### src/rtl/id_stage_pkg.sv
// Shared RV32I decode types: opcode, ALU operation and immediate format encodings,
// plus the funct3-to-ALU mapping used by OP and OP-IMM.
package id_stage_pkg;

   typedef enum logic [6:0] {
      OPC_LUI    = 7'b0110111,
      OPC_AUIPC  = 7'b0010111,
      OPC_JAL    = 7'b1101111,
      OPC_JALR   = 7'b1100111,
      OPC_BRANCH = 7'b1100011,
      OPC_LOAD   = 7'b0000011,
      OPC_STORE  = 7'b0100011,
      OPC_OP_IMM = 7'b0010011,
      OPC_OP     = 7'b0110011
   } opcode_t;

   typedef enum logic [3:0] {
      ALU_ADD    = 4'd0,
      ALU_SUB    = 4'd1,
      ALU_SLL    = 4'd2,
      ALU_SLT    = 4'd3,
      ALU_SLTU   = 4'd4,
      ALU_XOR    = 4'd5,
      ALU_SRL    = 4'd6,
      ALU_SRA    = 4'd7,
      ALU_OR     = 4'd8,
      ALU_AND    = 4'd9,
      ALU_PASS_B = 4'd10
   } alu_op_t;

   typedef enum logic [2:0] {
      IMM_I = 3'd0,
      IMM_S = 3'd1,
      IMM_B = 3'd2,
      IMM_U = 3'd3,
      IMM_J = 3'd4
   } imm_type_t;

   // alt selects SUB/SRA for funct3 000/101; callers only set it where that is legal.
   function automatic alu_op_t alu_from_funct3(input logic [2:0] funct3, input logic alt);
      case (funct3)
         3'b000:  return alt ? ALU_SUB : ALU_ADD;
         3'b001:  return ALU_SLL;
         3'b010:  return ALU_SLT;
         3'b011:  return ALU_SLTU;
         3'b100:  return ALU_XOR;
         3'b101:  return alt ? ALU_SRA : ALU_SRL;
         3'b110:  return ALU_OR;
         default: return ALU_AND;
      endcase
   endfunction

endpackage

### src/rtl/id_stage_imm_gen.sv
// Combinational RV32I immediate generator: picks the I/S/B/U/J field layout
// and sign-extends from instr[31].
module id_stage_imm_gen
   import id_stage_pkg::*;
(
   input  logic [31:0] i_instr,
   input  imm_type_t   i_imm_type,
   output logic [31:0] o_imm
);

   always_comb begin
      o_imm = '0;
      case (i_imm_type)
         IMM_I:   o_imm = {{20{i_instr[31]}}, i_instr[31:20]};
         IMM_S:   o_imm = {{20{i_instr[31]}}, i_instr[31:25], i_instr[11:7]};
         IMM_B:   o_imm = {{19{i_instr[31]}}, i_instr[31], i_instr[7], i_instr[30:25],
                           i_instr[11:8], 1'b0};
         IMM_U:   o_imm = {i_instr[31:12], 12'b0};
         IMM_J:   o_imm = {{11{i_instr[31]}}, i_instr[31], i_instr[19:12], i_instr[20],
                           i_instr[30:21], 1'b0};
         default: o_imm = '0;
      endcase
   end

endmodule

### src/rtl/id_stage.sv
// RV32I decode stage with a single ID/EX register, valid/ready handshake, flush and
// load-use stall. Define ID_WB_BYPASS_EN to forward same-cycle writeback data into the operands.
module id_stage
   import id_stage_pkg::*;
#(
   parameter int WIDTH  = 32,
   parameter int ADDR_W = 5,
   parameter int PC_W   = 32
) (
   input  logic              clk,
   input  logic              rst,
   input  logic              if_valid,
   output logic              if_ready,
   input  logic [31:0]       if_instr,
   input  logic [PC_W-1:0]   if_pc,
   input  logic              flush,
   output logic [ADDR_W-1:0] rs1_addr,
   output logic [ADDR_W-1:0] rs2_addr,
   input  logic [WIDTH-1:0]  rs1_data,
   input  logic [WIDTH-1:0]  rs2_data,
   input  logic              wb_en,
   input  logic [ADDR_W-1:0] wb_addr,
   input  logic [WIDTH-1:0]  wb_data,
   output logic              ex_valid,
   input  logic              ex_ready,
   output logic [PC_W-1:0]   ex_pc,
   output logic [WIDTH-1:0]  ex_rs1_val,
   output logic [WIDTH-1:0]  ex_rs2_val,
   output logic [WIDTH-1:0]  ex_imm,
   output logic [ADDR_W-1:0] ex_rd_addr,
   output logic [3:0]        ex_alu_op,
   output logic              ex_alu_src_imm,
   output logic              ex_reg_write,
   output logic              ex_mem_read,
   output logic              ex_mem_write,
   output logic              ex_branch,
   output logic              ex_jump,
   output logic              ex_illegal
);

   logic [6:0]              w_opcode;
   logic [2:0]              w_funct3;
   logic [6:0]              w_funct7;
   logic [ADDR_W-1:0]       w_rd;
   imm_type_t               w_imm_type;
   alu_op_t                 w_alu_op;
   logic                    w_src_imm, w_wr, w_mr, w_mw, w_br, w_jmp, w_ill;
   logic                    w_use1, w_use2, w_shift;
   logic [31:0]             w_imm_gen;
   logic [31:0]             w_imm32;
   logic signed [WIDTH-1:0] w_imm;
   logic [WIDTH-1:0]        w_rs1_val, w_rs2_val;
   logic                    w_load_use, w_capture;

   logic                    r_valid;
   logic [PC_W-1:0]         r_pc;
   logic [WIDTH-1:0]        r_rs1_val, r_rs2_val, r_imm;
   logic [ADDR_W-1:0]       r_rd;
   alu_op_t                 r_alu_op;
   logic                    r_src_imm, r_wr, r_mr, r_mw, r_br, r_jmp, r_ill;

   assign w_opcode = if_instr[6:0];
   assign w_rd     = if_instr[11:7];
   assign w_funct3 = if_instr[14:12];
   assign w_funct7 = if_instr[31:25];
   assign rs1_addr = if_instr[19:15];
   assign rs2_addr = if_instr[24:20];

   always_comb begin
      w_imm_type = IMM_I;
      w_alu_op   = ALU_ADD;
      w_src_imm  = 1'b0;
      w_wr       = 1'b0;
      w_mr       = 1'b0;
      w_mw       = 1'b0;
      w_br       = 1'b0;
      w_jmp      = 1'b0;
      w_ill      = 1'b0;
      w_use1     = 1'b0;
      w_use2     = 1'b0;
      w_shift    = 1'b0;
      case (w_opcode)
         OPC_LUI: begin
            w_imm_type = IMM_U; w_alu_op = ALU_PASS_B; w_src_imm = 1'b1; w_wr = 1'b1;
         end
         OPC_AUIPC: begin
            w_imm_type = IMM_U; w_src_imm = 1'b1; w_wr = 1'b1;
         end
         OPC_JAL: begin
            w_imm_type = IMM_J; w_src_imm = 1'b1; w_wr = 1'b1; w_jmp = 1'b1;
         end
         OPC_JALR: begin
            w_imm_type = IMM_I; w_src_imm = 1'b1; w_wr = 1'b1; w_jmp = 1'b1; w_use1 = 1'b1;
         end
         OPC_BRANCH: begin
            w_imm_type = IMM_B; w_br = 1'b1; w_use1 = 1'b1; w_use2 = 1'b1;
            // Comparison flavour only; the branch unit resolves eq/ne/lt/ge from funct3.
            case (w_funct3[2:1])
               2'b10:   w_alu_op = ALU_SLT;
               2'b11:   w_alu_op = ALU_SLTU;
               default: w_alu_op = ALU_SUB;
            endcase
         end
         OPC_LOAD: begin
            w_imm_type = IMM_I; w_src_imm = 1'b1; w_wr = 1'b1; w_mr = 1'b1; w_use1 = 1'b1;
         end
         OPC_STORE: begin
            w_imm_type = IMM_S; w_src_imm = 1'b1; w_mw = 1'b1; w_use1 = 1'b1; w_use2 = 1'b1;
         end
         OPC_OP_IMM: begin
            w_imm_type = IMM_I; w_src_imm = 1'b1; w_wr = 1'b1; w_use1 = 1'b1;
            w_shift    = (w_funct3 == 3'b001) || (w_funct3 == 3'b101);
            w_alu_op   = alu_from_funct3(w_funct3,
                                         (w_funct3 == 3'b101) && (w_funct7 == 7'b0100000));
            if (w_funct3 == 3'b001 && w_funct7 != 7'b0000000)
               w_ill = 1'b1;
            if (w_funct3 == 3'b101 && w_funct7 != 7'b0000000 && w_funct7 != 7'b0100000)
               w_ill = 1'b1;
         end
         OPC_OP: begin
            w_wr = 1'b1; w_use1 = 1'b1; w_use2 = 1'b1;
            w_alu_op = alu_from_funct3(w_funct3, w_funct7[5]);
            if (w_funct7 == 7'b0100000)
               w_ill = !((w_funct3 == 3'b000) || (w_funct3 == 3'b101));
            else if (w_funct7 != 7'b0000000)
               w_ill = 1'b1;
         end
         default: w_ill = 1'b1;
      endcase
   end

   id_stage_imm_gen u_imm_gen (
      .i_instr    (if_instr),
      .i_imm_type (w_imm_type),
      .o_imm      (w_imm_gen)
   );

   assign w_imm32 = w_shift ? {27'b0, if_instr[24:20]} : w_imm_gen;
   assign w_imm   = WIDTH'($signed(w_imm32));

`ifdef ID_WB_BYPASS_EN
   assign w_rs1_val = (wb_en && wb_addr != '0 && wb_addr == rs1_addr) ? wb_data : rs1_data;
   assign w_rs2_val = (wb_en && wb_addr != '0 && wb_addr == rs2_addr) ? wb_data : rs2_data;
`else
   logic w_unused_wb;
   assign w_unused_wb = ^{wb_en, wb_addr, wb_data};
   assign w_rs1_val   = rs1_data;
   assign w_rs2_val   = rs2_data;
`endif

   // A load in ID/EX cannot feed its result to the very next instruction's operands.
   assign w_load_use = r_valid && r_mr && (r_rd != '0) &&
                       ((w_use1 && r_rd == rs1_addr) || (w_use2 && r_rd == rs2_addr));
   assign if_ready   = (!r_valid || ex_ready) && !w_load_use;
   assign w_capture  = if_valid && if_ready;

   // ID/EX pipeline register
   always_ff @(posedge clk or posedge rst) begin
      if (rst) begin
         r_valid   <= 1'b0;
         r_pc      <= '0;
         r_rs1_val <= '0;
         r_rs2_val <= '0;
         r_imm     <= '0;
         r_rd      <= '0;
         r_alu_op  <= ALU_ADD;
         r_src_imm <= 1'b0;
         r_wr      <= 1'b0;
         r_mr      <= 1'b0;
         r_mw      <= 1'b0;
         r_br      <= 1'b0;
         r_jmp     <= 1'b0;
         r_ill     <= 1'b0;
      end else if (flush) begin
         r_valid <= 1'b0;
      end else if (w_capture) begin
         r_valid   <= 1'b1;
         r_pc      <= if_pc;
         r_rs1_val <= w_rs1_val;
         r_rs2_val <= w_rs2_val;
         r_imm     <= w_imm;
         r_rd      <= w_rd;
         r_alu_op  <= w_alu_op;
         r_src_imm <= w_src_imm;
         r_wr      <= w_wr && !w_ill && (w_rd != '0);
         r_mr      <= w_mr && !w_ill;
         r_mw      <= w_mw && !w_ill;
         r_br      <= w_br && !w_ill;
         r_jmp     <= w_jmp && !w_ill;
         r_ill     <= w_ill;
      end else if (ex_ready) begin
         r_valid <= 1'b0;
      end
   end

   assign ex_valid       = r_valid;
   assign ex_pc          = r_pc;
   assign ex_rs1_val     = r_rs1_val;
   assign ex_rs2_val     = r_rs2_val;
   assign ex_imm         = r_imm;
   assign ex_rd_addr     = r_rd;
   assign ex_alu_op      = r_alu_op;
   assign ex_alu_src_imm = r_src_imm;
   assign ex_reg_write   = r_wr;
   assign ex_mem_read    = r_mr;
   assign ex_mem_write   = r_mw;
   assign ex_branch      = r_br;
   assign ex_jump        = r_jmp;
   assign ex_illegal     = r_ill;

endmodule

### config.mk
export PLATFORM = sky130hd
export DESIGN_NAME = id_stage
export DESIGN_NICKNAME = d
export VERILOG_FILES = /design/src/rtl/id_stage_pkg.sv /design/src/rtl/id_stage_imm_gen.sv /design/src/rtl/id_stage.sv
export SDC_FILE = /design/constraint.sdc
export NUM_CORES = 1
export LEC_CHECK = 0
export BUFFER_PORTS_ARGS = -buffer_cell sky130_fd_sc_hd__buf_2
export CORE_MARGIN = 2
export CORE_UTILIZATION = 42
export DETAILED_ROUTE_END_ITERATION = 8
export GPL_TIMING_DRIVEN = 0
export PLACE_DENSITY = 0.78
export SLEW_MARGIN = 20
export SYNTH_ARGS = -nofsm -noshare
export SYNTH_HDL_FRONTEND = slang
export SYNTH_SLANG_ARGS = --single-unit
### constraint.sdc
create_clock -name clk -period 4.5 [get_ports clk]
set_clock_uncertainty 0.15 [all_clocks]
set_input_delay 0.225 -clock clk [delete_from_list [all_inputs] [get_ports clk]]
set_output_delay 0.225 -clock clk [all_outputs]
set_load 0.005 [all_outputs]
### After elaboration in Yosys (flattened, before gate mapping)

Index checks and enable logic that the tools add are counted.

| word-level totals | value |
|---|---|
| output and inout port bits | 156 |
| input port bits | 171 |
| register bits after elaboration | 145 |
| word-level logic and storage cells | 107 |

| cells by class | value |
|---|---|
| multiplexer cells | 28 |
| bitwise logic cells | 1 |
| eq/ne operators | 25 |
| reductions and logical operators | 39 |

Operators by type and width:

| kind | number |
|---|---|
| 32-bit one-hot mux with 5 select lines | 1 |
| 4-bit one-hot mux with 7 select lines | 2 |
| 32-bit two-way mux | 1 |
| 7-bit by 6-bit == test with 1-bit output, second input constant | 4 |
| 7-bit == test, second input constant | 3 |
| 7-bit OR reduction | 3 |
| 1-bit two-way mux | 20 |
| 1-bit logical AND | 17 |
| 4-bit one-hot mux with 4 select lines | 1 |
| 7-bit by 5-bit == test with 1-bit output, second input constant | 2 |
| 3-bit by 2-bit == test with 1-bit output, second input constant | 4 |
| 3-bit == test, second input constant | 4 |
| 3-bit one-hot mux with 4 select lines | 1 |
| 5-bit == test | 2 |
| 5-bit nonzero test | 2 |
| 7-bit by 2-bit == test with 1-bit output, second input constant | 1 |
| 7-bit by 6-bit inequality test with 1-bit output, second input constant | 1 |
| 7-bit nonzero test | 1 |
| 3-bit by 1-bit == test with 1-bit output, second input constant | 2 |
| 3-bit zero test | 2 |
| 3-bit one-hot mux with 2 select lines | 1 |
| 6-bit OR reduction | 1 |
| 2-bit == test, second input constant | 2 |
| 1-bit zero test | 4 |
| other kinds (7) | 11 |

### Logic depth before layout (Yosys ltp)

Gate-level depths: netlist (run 1).

| depth | value |
|---|---|
| word-level depth | 11 |
| gate-level depth with buffers | 10 |
| gate-level depth less buffers | 6 |

### By module

A second synthesis (run 1) with hierarchy kept.

| second synthesis, totals | value |
|---|---|
| cells, all modules | 570 |
| area total of the unflattened synthesis | 6,935.4 sq um |

By module, submodules not included:

| module | cells an instance | area an instance (sq um) | instances |
|---|---|---|---|
| id_stage | 476 | 6,394.9 | 1 |
| id_stage_imm_gen | 94 | 540.5 | 1 |

### Worst setup path after synthesis (run 1)

No wires, ideal clock.

| timing | value |
|---|---|
| path kind | reg-to-reg |
| start point | register r_rd[1] (netlist: ex_rd_addr[1]) |
| end point | register r_pc[12] (netlist: ex_pc[12]) |
| arrival time | 2,172 ps |
| stages on the path, launching flop included | 9 |
| path slack | 2,053 ps |
| period minus slack after synthesis | 2,447 ps |
| required time | 4,225 ps |
| setup time | 125 ps |
| cells stage by stage | dfrtp_1 > or4_1 > o211ai_2 > a21oi_2 > nor4b_2 > buf_4 > buf_12 > buf_8 > mux2_4 |

| on the way | value |
|---|---|
| cells in the longest elaborated chain, start to end | 8 |
| elaborated cells between the ends (all ways) | 12 |

Ends and longest elaborated chain:

| what | RTL line | RTL |
|---|---|---|
| start, declared | id_stage.sv:58 | `logic [ADDR_W-1:0] r_rd;` |
| start signal, assigned | id_stage.sv:182 | `r_rd <= w_rd;` |
| 5-bit == test | id_stage.sv:153 | `((w_use1 && r_rd == rs1_addr) \|\| (w_use2 && r_rd == rs2_addr));` |
| 1-bit logical AND | id_stage.sv:153 |  |
| 1-bit logical OR | id_stage.sv:153 |  |
| 1-bit logical AND * | id_stage.sv:152 | `assign w_load_use = r_valid && r_mr && (r_rd != '0) &&` |
| 1-bit zero test * | id_stage.sv:154 | `assign if_ready = (!r_valid \|\| ex_ready) && !w_load_use;` |
| 1-bit logical AND * | id_stage.sv:154 |  |
| 1-bit logical AND * | id_stage.sv:155 | `assign w_capture = if_valid && if_ready;` |
| 2-bit AND reduction (no line) * | -- |  |
| end signal, assigned | id_stage.sv:178 | `r_pc <= if_pc;` |
| end, declared | id_stage.sv:56 | `logic [PC_W-1:0] r_pc;` |

Every way passes the cells marked *; elsewhere a longest branch is shown, timed or not.
A chain may end at the register's enable or synchronous reset.

### Worst setup path in the final report (run 1)

| timing | value |
|---|---|
| start point | register r_rd[2] (netlist: ex_rd_addr[2]) |
| end point | register r_valid (netlist: ex_valid) |

| on the way | value |
|---|---|
| cells in the longest elaborated chain, start to end | 9 |
| elaborated cells between the ends (all ways) | 14 |

Ends and longest elaborated chain:

| what | RTL line | RTL |
|---|---|---|
| 5-bit == test | id_stage.sv:153 |  |
| 1-bit logical AND | id_stage.sv:153 |  |
| 1-bit logical OR | id_stage.sv:153 |  |
| 1-bit logical AND * | id_stage.sv:152 |  |
| 1-bit zero test * | id_stage.sv:154 |  |
| 1-bit logical AND * | id_stage.sv:154 |  |
| 1-bit logical AND * | id_stage.sv:155 |  |
| 1-bit two-way mux | id_stage.sv:176 | `end else if (w_capture) begin` |
| 1-bit two-way mux | id_stage.sv:174 | `end else if (flush) begin` |
| end signal, assigned | id_stage.sv:160 | `r_valid <= 1'b0;` |
| end signal, assigned | id_stage.sv:175 | `r_valid <= 1'b0;` |
| end signal, assigned | id_stage.sv:177 | `r_valid <= 1'b1;` |
| end, declared | id_stage.sv:55 | `logic r_valid;` |

Marked as above.

==> results of run 1 <==
## synth_stat cells, drive strengths merged, types with 6 or more instances
cell    number
mux2       137
nor2b        6
a21oi       27
inv         11
o21ai       10
dfrtp      145
clkbuf      12
xor2         9
nor2        31
nand2       24
nor3         6
buf         27
mux2i        7
## state kept, by name, summed over array words and instances, names as in the netlist, 4 cells and up
signal	flops
ex_alu_op	4
ex_pc	32
ex_rs1_val	32
ex_imm	32
ex_rd_addr	5
ex_rs2_val	32
## logic make-up after synthesis
kind of cell           Yosys count  share of synthesized area, %
flip-flops                     145                          54.3
AND/OR/NAND/NOR                 93                          7.33
XOR/XNOR                        12                          1.57
multiplexers                   144                          26.5
AO/OA/AOI/OAI                   53                          4.91
buffers and inverters           50                          5.32
## final timing paths
path / start / cells past startpoint / to / slack, ns
max: ex_rd_addr[2] / 10 / ex_valid / 1.47
min: if_instr[19] / 4 / ex_imm[19] / 0.1
max reg2reg: ex_rd_addr[2] / 10 / ex_valid / 1.47
min reg2reg: ex_imm[24] / 1 / ex_imm[24] / 0.35
max in group asynchronous: rst / 4 / ex_rs2_val[31] / 3.18
min in group asynchronous: rst / 3 / ex_rs2_val[0] / 0.27
## per-stage QoR
step                      TNS [ns]  area, um^2  utilization (%)  hold WS (ns)  power (W)
after floorplan                  0        6680                -         0.212    0.00204
after detailed placement         0        8410             53.5         0.177    0.00243
after global placement     -209.09        8380             53.3         0.305    0.00240
after global routing             0       10100             64.1         0.123    0.00405
final                            0       10100             64.1        0.0986    0.00387
after CTS                        0       10100             64.1        0.0836    0.00388
## worst register-to-register path: stages (launching register included)
cell	delay, ns
dfrtp_1	0.45
xor2_1	0.19
a2111oi_1	0.37
nand4_1	0.19
a21oi_2	0.23
nor4b_2	0.08
buf_4	0.20
buf_12	0.18
buf_8	0.16
a21o_1	0.16
dlygate4sd3_1	0.55
## cell type report
type | count | share of cell area [%]
diodes | 1 | 0.0248
repair buffers | 397 | 25.4
well taps | 216 | 2.68
clock inverters | 13 | 1.28
inverters | 11 | 0.484
clock buffers | 18 | 4.26
multi-input cells | 302 | 26.7
plain buffers | 39 | 3.12
flip-flops and latches | 145 | 36.0
## power breakdown
| group | internal [W] | total [W] | switching [W] |
|---|---|---|---|
| Combinational | 0.000510 | 0.000863 | 0.000353 |
| Sequential | 0.00152 | 0.00165 | 0.000131 |
| Clock | 0.000770 | 0.00136 | 0.000589 |
## timing repair
action                    in CTS  in global routing
hold buffers                 110                  0
hold endpoints to repair     179                  0
gates resized for setup        0                  0
## routing by layer
| layer | part of all wire, % | global-route usage (%) | vias up |
|---|---|---|---|
| met5 | 0 | 0 | - |
| met4 | 2.5 | 8.73 | 0 |
| met3 | 7.1 | 7.95 | 43 |
| met2 | 53 | 45.0 | 264 |
| met1 | 37 | 28.0 | 2794 |
| li1 | - | - | 2569 |
==> results.sh, run 1 <==
export IMPL_crit_fanout=10
export IMPL_multi_input_area_mm2=0.00269
export IMPL_synth_edf_count=0
export IMPL_chipHeight_um=130
export IMPL_synthCells=497
export IMPL_path_cells="xor2_1 -> a2111oi_1 -> nand4_1 -> a21oi_2 -> nor4b_2 -> buf_4 -> buf_12 -> buf_8 -> a21o_1 -> dlygate4sd3_1"
export IMPL_mostFrequentLayoutCells="buf_2, dfrtp_1, dlygate4sd3_1"
export IMPL_finalHoldViolCount=0
export IMPL_yosys_cell_types_count=48
export IMPL_routed_wl_um=21000
export IMPL_grt_overflow_total=0
export IMPL_ys_warn_count=0
export IMPL_portBuffers=286
export IMPL_yosys_most_used_dff="dfrtp_1"
export IMPL_die_area_mm2=0.0169
export IMPL_place_inst=1000
export IMPL_ios=327
export IMPL_cts_setup_buffers=0
export IMPL_ys_top_cells_by_area="dfrtp_1, mux2_2, mux2_4"
export IMPL_postRouteAntennaNets=0
export IMPL_regArea_mm2=0.00363
export IMPL_cts_buffers=17
export IMPL_cts_path_max_buffers=2
export IMPL_crit_required_ns=4.64
export IMPL_finalSetupViolCount=0
export IMPL_die_w_um=130
export IMPL_core_mm2=0.0157
export IMPL_slew_viol_final=0
export IMPL_fin_nets=1084
export IMPL_vdd_drop_max_mv=0.294
export IMPL_fill_cells=1163
export IMPL_firstDrtPassIters=7
export IMPL_routabilityCongestion=0.829
export IMPL_clkTransAtPathRegs_ns=0.06
export IMPL_status="finished, final reports clean"
export IMPL_core_rowCount=46
export IMPL_start_util_pct=42.5
export IMPL_antenna_found_initial=1
export IMPL_syn_nets=668
export IMPL_critPathMaxStageDelay_ns=0.55
export IMPL_ys_ff_latch=145
export IMPL_htree_levels=4
export IMPL_cp_start_kind="register"
export IMPL_path_buf_inv=4
export IMPL_grt_max_degree=75
export IMPL_vias=5670
export IMPL_max_cap_violations=0
export IMPL_cts_num_sinks=145
export IMPL_root_buffer="clkbuf_16"
export IMPL_areaGrowthSynthToFinish_pct=50.9
export IMPL_fmax_mhz=331
export IMPL_worst_setup_path_end_kind="register"
export IMPL_grt_pass1_wl_um=31900
export IMPL_tightest_slew_ns=0.846
export IMPL_final_common_cell="buf_2"
export IMPL_rsz0062_at_grt="no"
export IMPL_relSlewSlack_pct=43.0
export IMPL_path_class="reg2reg"
export IMPL_worstPathArrival_ns=3.17
export IMPL_period_share_pct=67.2
export IMPL_layout_cells_non_filler=1142
export IMPL_powerDensity_mw_per_mm2=384
export IMPL_syn_cell_area_mm2=0.00668
export IMPL_post_route_worst_setup_slack_ns=1.47
export IMPL_dp_hpwl_um=13600
export IMPL_drt_initial_drc_count=238
export IMPL_drive_gt1_share_pct=52.9
export IMPL_crit_family="buffers and inverters"
export IMPL_crit_slowest_cell="dlygate4sd3_1"
export IMPL_synthArstFlopShare_pct=100
export IMPL_clk_latency_ns=0.41
export IMPL_hold_path_class="in2reg"
export IMPL_p_leak_nw=4.87
export IMPL_dp_slack_ns=1.78
export IMPL_viasPerCell=4.96
export IMPL_groute_usage_overall_pct=25.1
export IMPL_detail_route_wl_per_cell_um=18.4
export IMPL_yosysTopAreaCell="dfrtp_1"
export IMPL_drc_errors=0
export IMPL_cts_tree="built"
export IMPL_synth_top_cell_area_share_pct=54.3
export IMPL_synth_avg_cell_area_um2=13.4
export IMPL_period_minus_slack_ns=3.03
export IMPL_grt_pass1_vias=6000
export IMPL_synth_seq_area_share_pct=54.3
(Power assumes the default switching activity.)
==> run 2, diff against run 1 <==
CORE_UTILIZATION = 45   (was 42)
PLACE_DENSITY = 0.8   (was 0.78)
clock period = 2.8 ns   (was 4.5 ns; I/O delays follow)
==> run 2 against run 1 <==
Hold slack worse by 0.091 ns. Sequential power is 61% higher. Clock power rose by 84%. Utilization is 6.7 points higher. Critical path type unchanged. Via count is 0.76% lower. Total power rose by 69%.
==> results.sh, run 2 (same netlist as run 1, synthesis figures left out) <==
export IMPL_r2r_start="ex_rd_addr[1]"
export IMPL_routed_wl_um=20300
export IMPL_grt_pass1_vias=6051
export IMPL_crit_fanout=10
export IMPL_clockPowerShare_pct=38.2
export IMPL_ios=327
export IMPL_areaGrowthSynthToFinish_pct=54.1
export IMPL_drive_gt1_share_pct=53.8
export IMPL_finalHoldViolCount=0
export IMPL_dp_hpwl_um=13000
export IMPL_detail_route_wl_per_cell_um=18.1
export IMPL_groute_usage_overall_pct=25.7
export IMPL_p_leak_nw=4.99
export IMPL_mostFrequentLayoutCells="buf_2, dfrtp_1, dlygate4sd3_1"
export IMPL_root_buffer="clkbuf_16"
export IMPL_fill_cells=978
export IMPL_drt_initial_drc_count=312
export IMPL_fmax_mhz=366
export IMPL_htree_levels=4
export IMPL_clk_latency_ns=0.42
export IMPL_die_w_um=126
export IMPL_max_cap_violations=0
export IMPL_postRouteAntennaNets=0
export IMPL_portBuffers=286
export IMPL_r2r_slack_ns=0.07
export IMPL_netSwitchingFraction_pct=26.1
export IMPL_slew_viol_final=0
export IMPL_n_antenna_cell=0
export IMPL_power_share_sequential_pct=40.3
export IMPL_stdcell_area_mm2=0.0103
export IMPL_grt_overflow_total=0
export IMPL_antenna_found_initial=0
export IMPL_grt_pass1_wl_um=31800
export IMPL_firstDrtPassIters=4
export IMPL_cts_num_sinks=145
export IMPL_relSlewSlack_pct=34.8
export IMPL_worstHoldEndpoint="ex_imm[16]"
export IMPL_cts_tree="built"
export IMPL_viasPerCell=5.02
export IMPL_path_class="reg2reg"
export IMPL_vdd_drop_max_mv=0.524
export IMPL_final_common_cell="buf_2"
export IMPL_cp_start_kind="register"
export IMPL_period_minus_slack_ns=2.73
export IMPL_reg2regPathDepth=10
export IMPL_r2r_end="ex_pc[13]"
export IMPL_net_switching_power_w=0.00171
export IMPL_dpl_cell_area_mm2=0.00845
export IMPL_cts_path_max_buffers=2
export IMPL_rsz0062_at_grt="yes"
export IMPL_hold_path_class="in2reg"
export IMPL_chipHeight_um=126
export IMPL_clkTransAtPathRegs_ns=0.07
export IMPL_crit_required_ns=2.95
export IMPL_comb_power_share_pct=21.5
export IMPL_wl_met1_um=7930
export IMPL_finalSetupViolCount=0
export IMPL_core_rowCount=44
export IMPL_min_path_cells=4
export IMPL_holdCritStartpoint="if_instr[16]"
export IMPL_dp_slack_ns=0.0926
export IMPL_vias=5627
export IMPL_highest_layer="met4"
export IMPL_tightest_slew_ns=0.969
export IMPL_die_area_mm2=0.0158
export IMPL_grt_max_degree=34
export IMPL_drc_errors=0
export IMPL_post_route_worst_setup_slack_ns=0.0654
export IMPL_wl_met3_um=1250
export IMPL_worst_setup_path_end_kind="register"
export IMPL_met2WireLength_um=10400
export IMPL_start_util_pct=45.9
export IMPL_setup_tns_ns=0
export IMPL_worstPathArrival_ns=2.89
export IMPL_routabilityCongestion=0.890
export IMPL_status="finished, final reports clean"
export IMPL_p_int_w=0.00485
export IMPL_period_share_pct=97.7
export IMPL_fin_nets=1094
export IMPL_cts_buffers=17
export IMPL_powerDensity_mw_per_mm2=638
export IMPL_core_mm2=0.0145
==> run 2: final cells by class <==
type	count	area, um^2	area share, %
Sequential cell	145	3630	35.3
Timing Repair Buffer	407	2700	26.3
Multi-Input combinational cell	302	2700	26.3
Clock buffer	19	453	4.40
Buffer	39	323	3.14
Tap cell	184	230	2.24
Clock inverter	13	199	1.93
Inverter	11	45.0	0.438
==> run 2: worst max path at each step <==
stage | start | endpoint | slack, ns | cells past startpoint
detailed placement | ex_rd_addr[2] | ex_pc[12] | 0.09 | 8
finish | ex_rd_addr[1] | ex_pc[13] | 0.07 | 10
global placement | rst | ex_pc[23] | -0.24 | 2
global route | ex_rd_addr[1] | ex_pc[13] | -0.07 | 10
floorplan | ex_rd_addr[1] | ex_pc[12] | 0.35 | 8
CTS | ex_rd_addr[2] | ex_pc[13] | 0.08 | 8
==> run 2: stage by stage <==
stage	util, %	hold WS, ns	instances	power (W)
finish	70.8	0.00790	1120	0.00656
global route	70.8	0.0199	1120	0.00684
CTS	70.2	0.00199	1114	0.00654
detailed placement	58.1	-0.0596	972	0.00391
global placement	57.4	0.220	967	0.00385
floorplan	-	0.127	497	0.00329
==> run 2: per-layer routing <==
layer,up-vias,GRT usage (%)
met5,-,0
met4,0,11.7
met3,51,6.67
met2,241,45.4
met1,2745,29.4
li1,2590,-
==> run 2: timing repair <==
action / 4_1_cts / 5_1_grt
hold endpoints to repair: 206 / 0
endpoints found under the setup margin: 0 / 16
hold buffers: 110 / 0
buffers inserted: 0 / 4
resized for setup: 0 / 10
==> run 2: worst max-delay path, stage by stage, from the launching register on <==
cell and delay [ns]:
dfrtp_2 0.43, buf_4 0.14, xor2_1 0.15, a2111oi_1 0.37, nand4_1 0.21, a21oi_2 0.29
nor4b_4 0.10, buf_6 0.16, buf_12 0.15, buf_12 0.15, mux2_4 0.31
==> run 2: power groups by stage <==
| stage | clock, W | combinational (W) | sequential [W] |
|---|---|---|---|
| floorplan | 0 | 0.000598 | 0.00269 |
| global placement | 0 | 0.00120 | 0.00265 |
| detailed placement | 0 | 0.00125 | 0.00266 |
| CTS | 0.00253 | 0.00138 | 0.00263 |
| global route | 0.00263 | 0.00153 | 0.00269 |
| finish | 0.00250 | 0.00141 | 0.00265 |
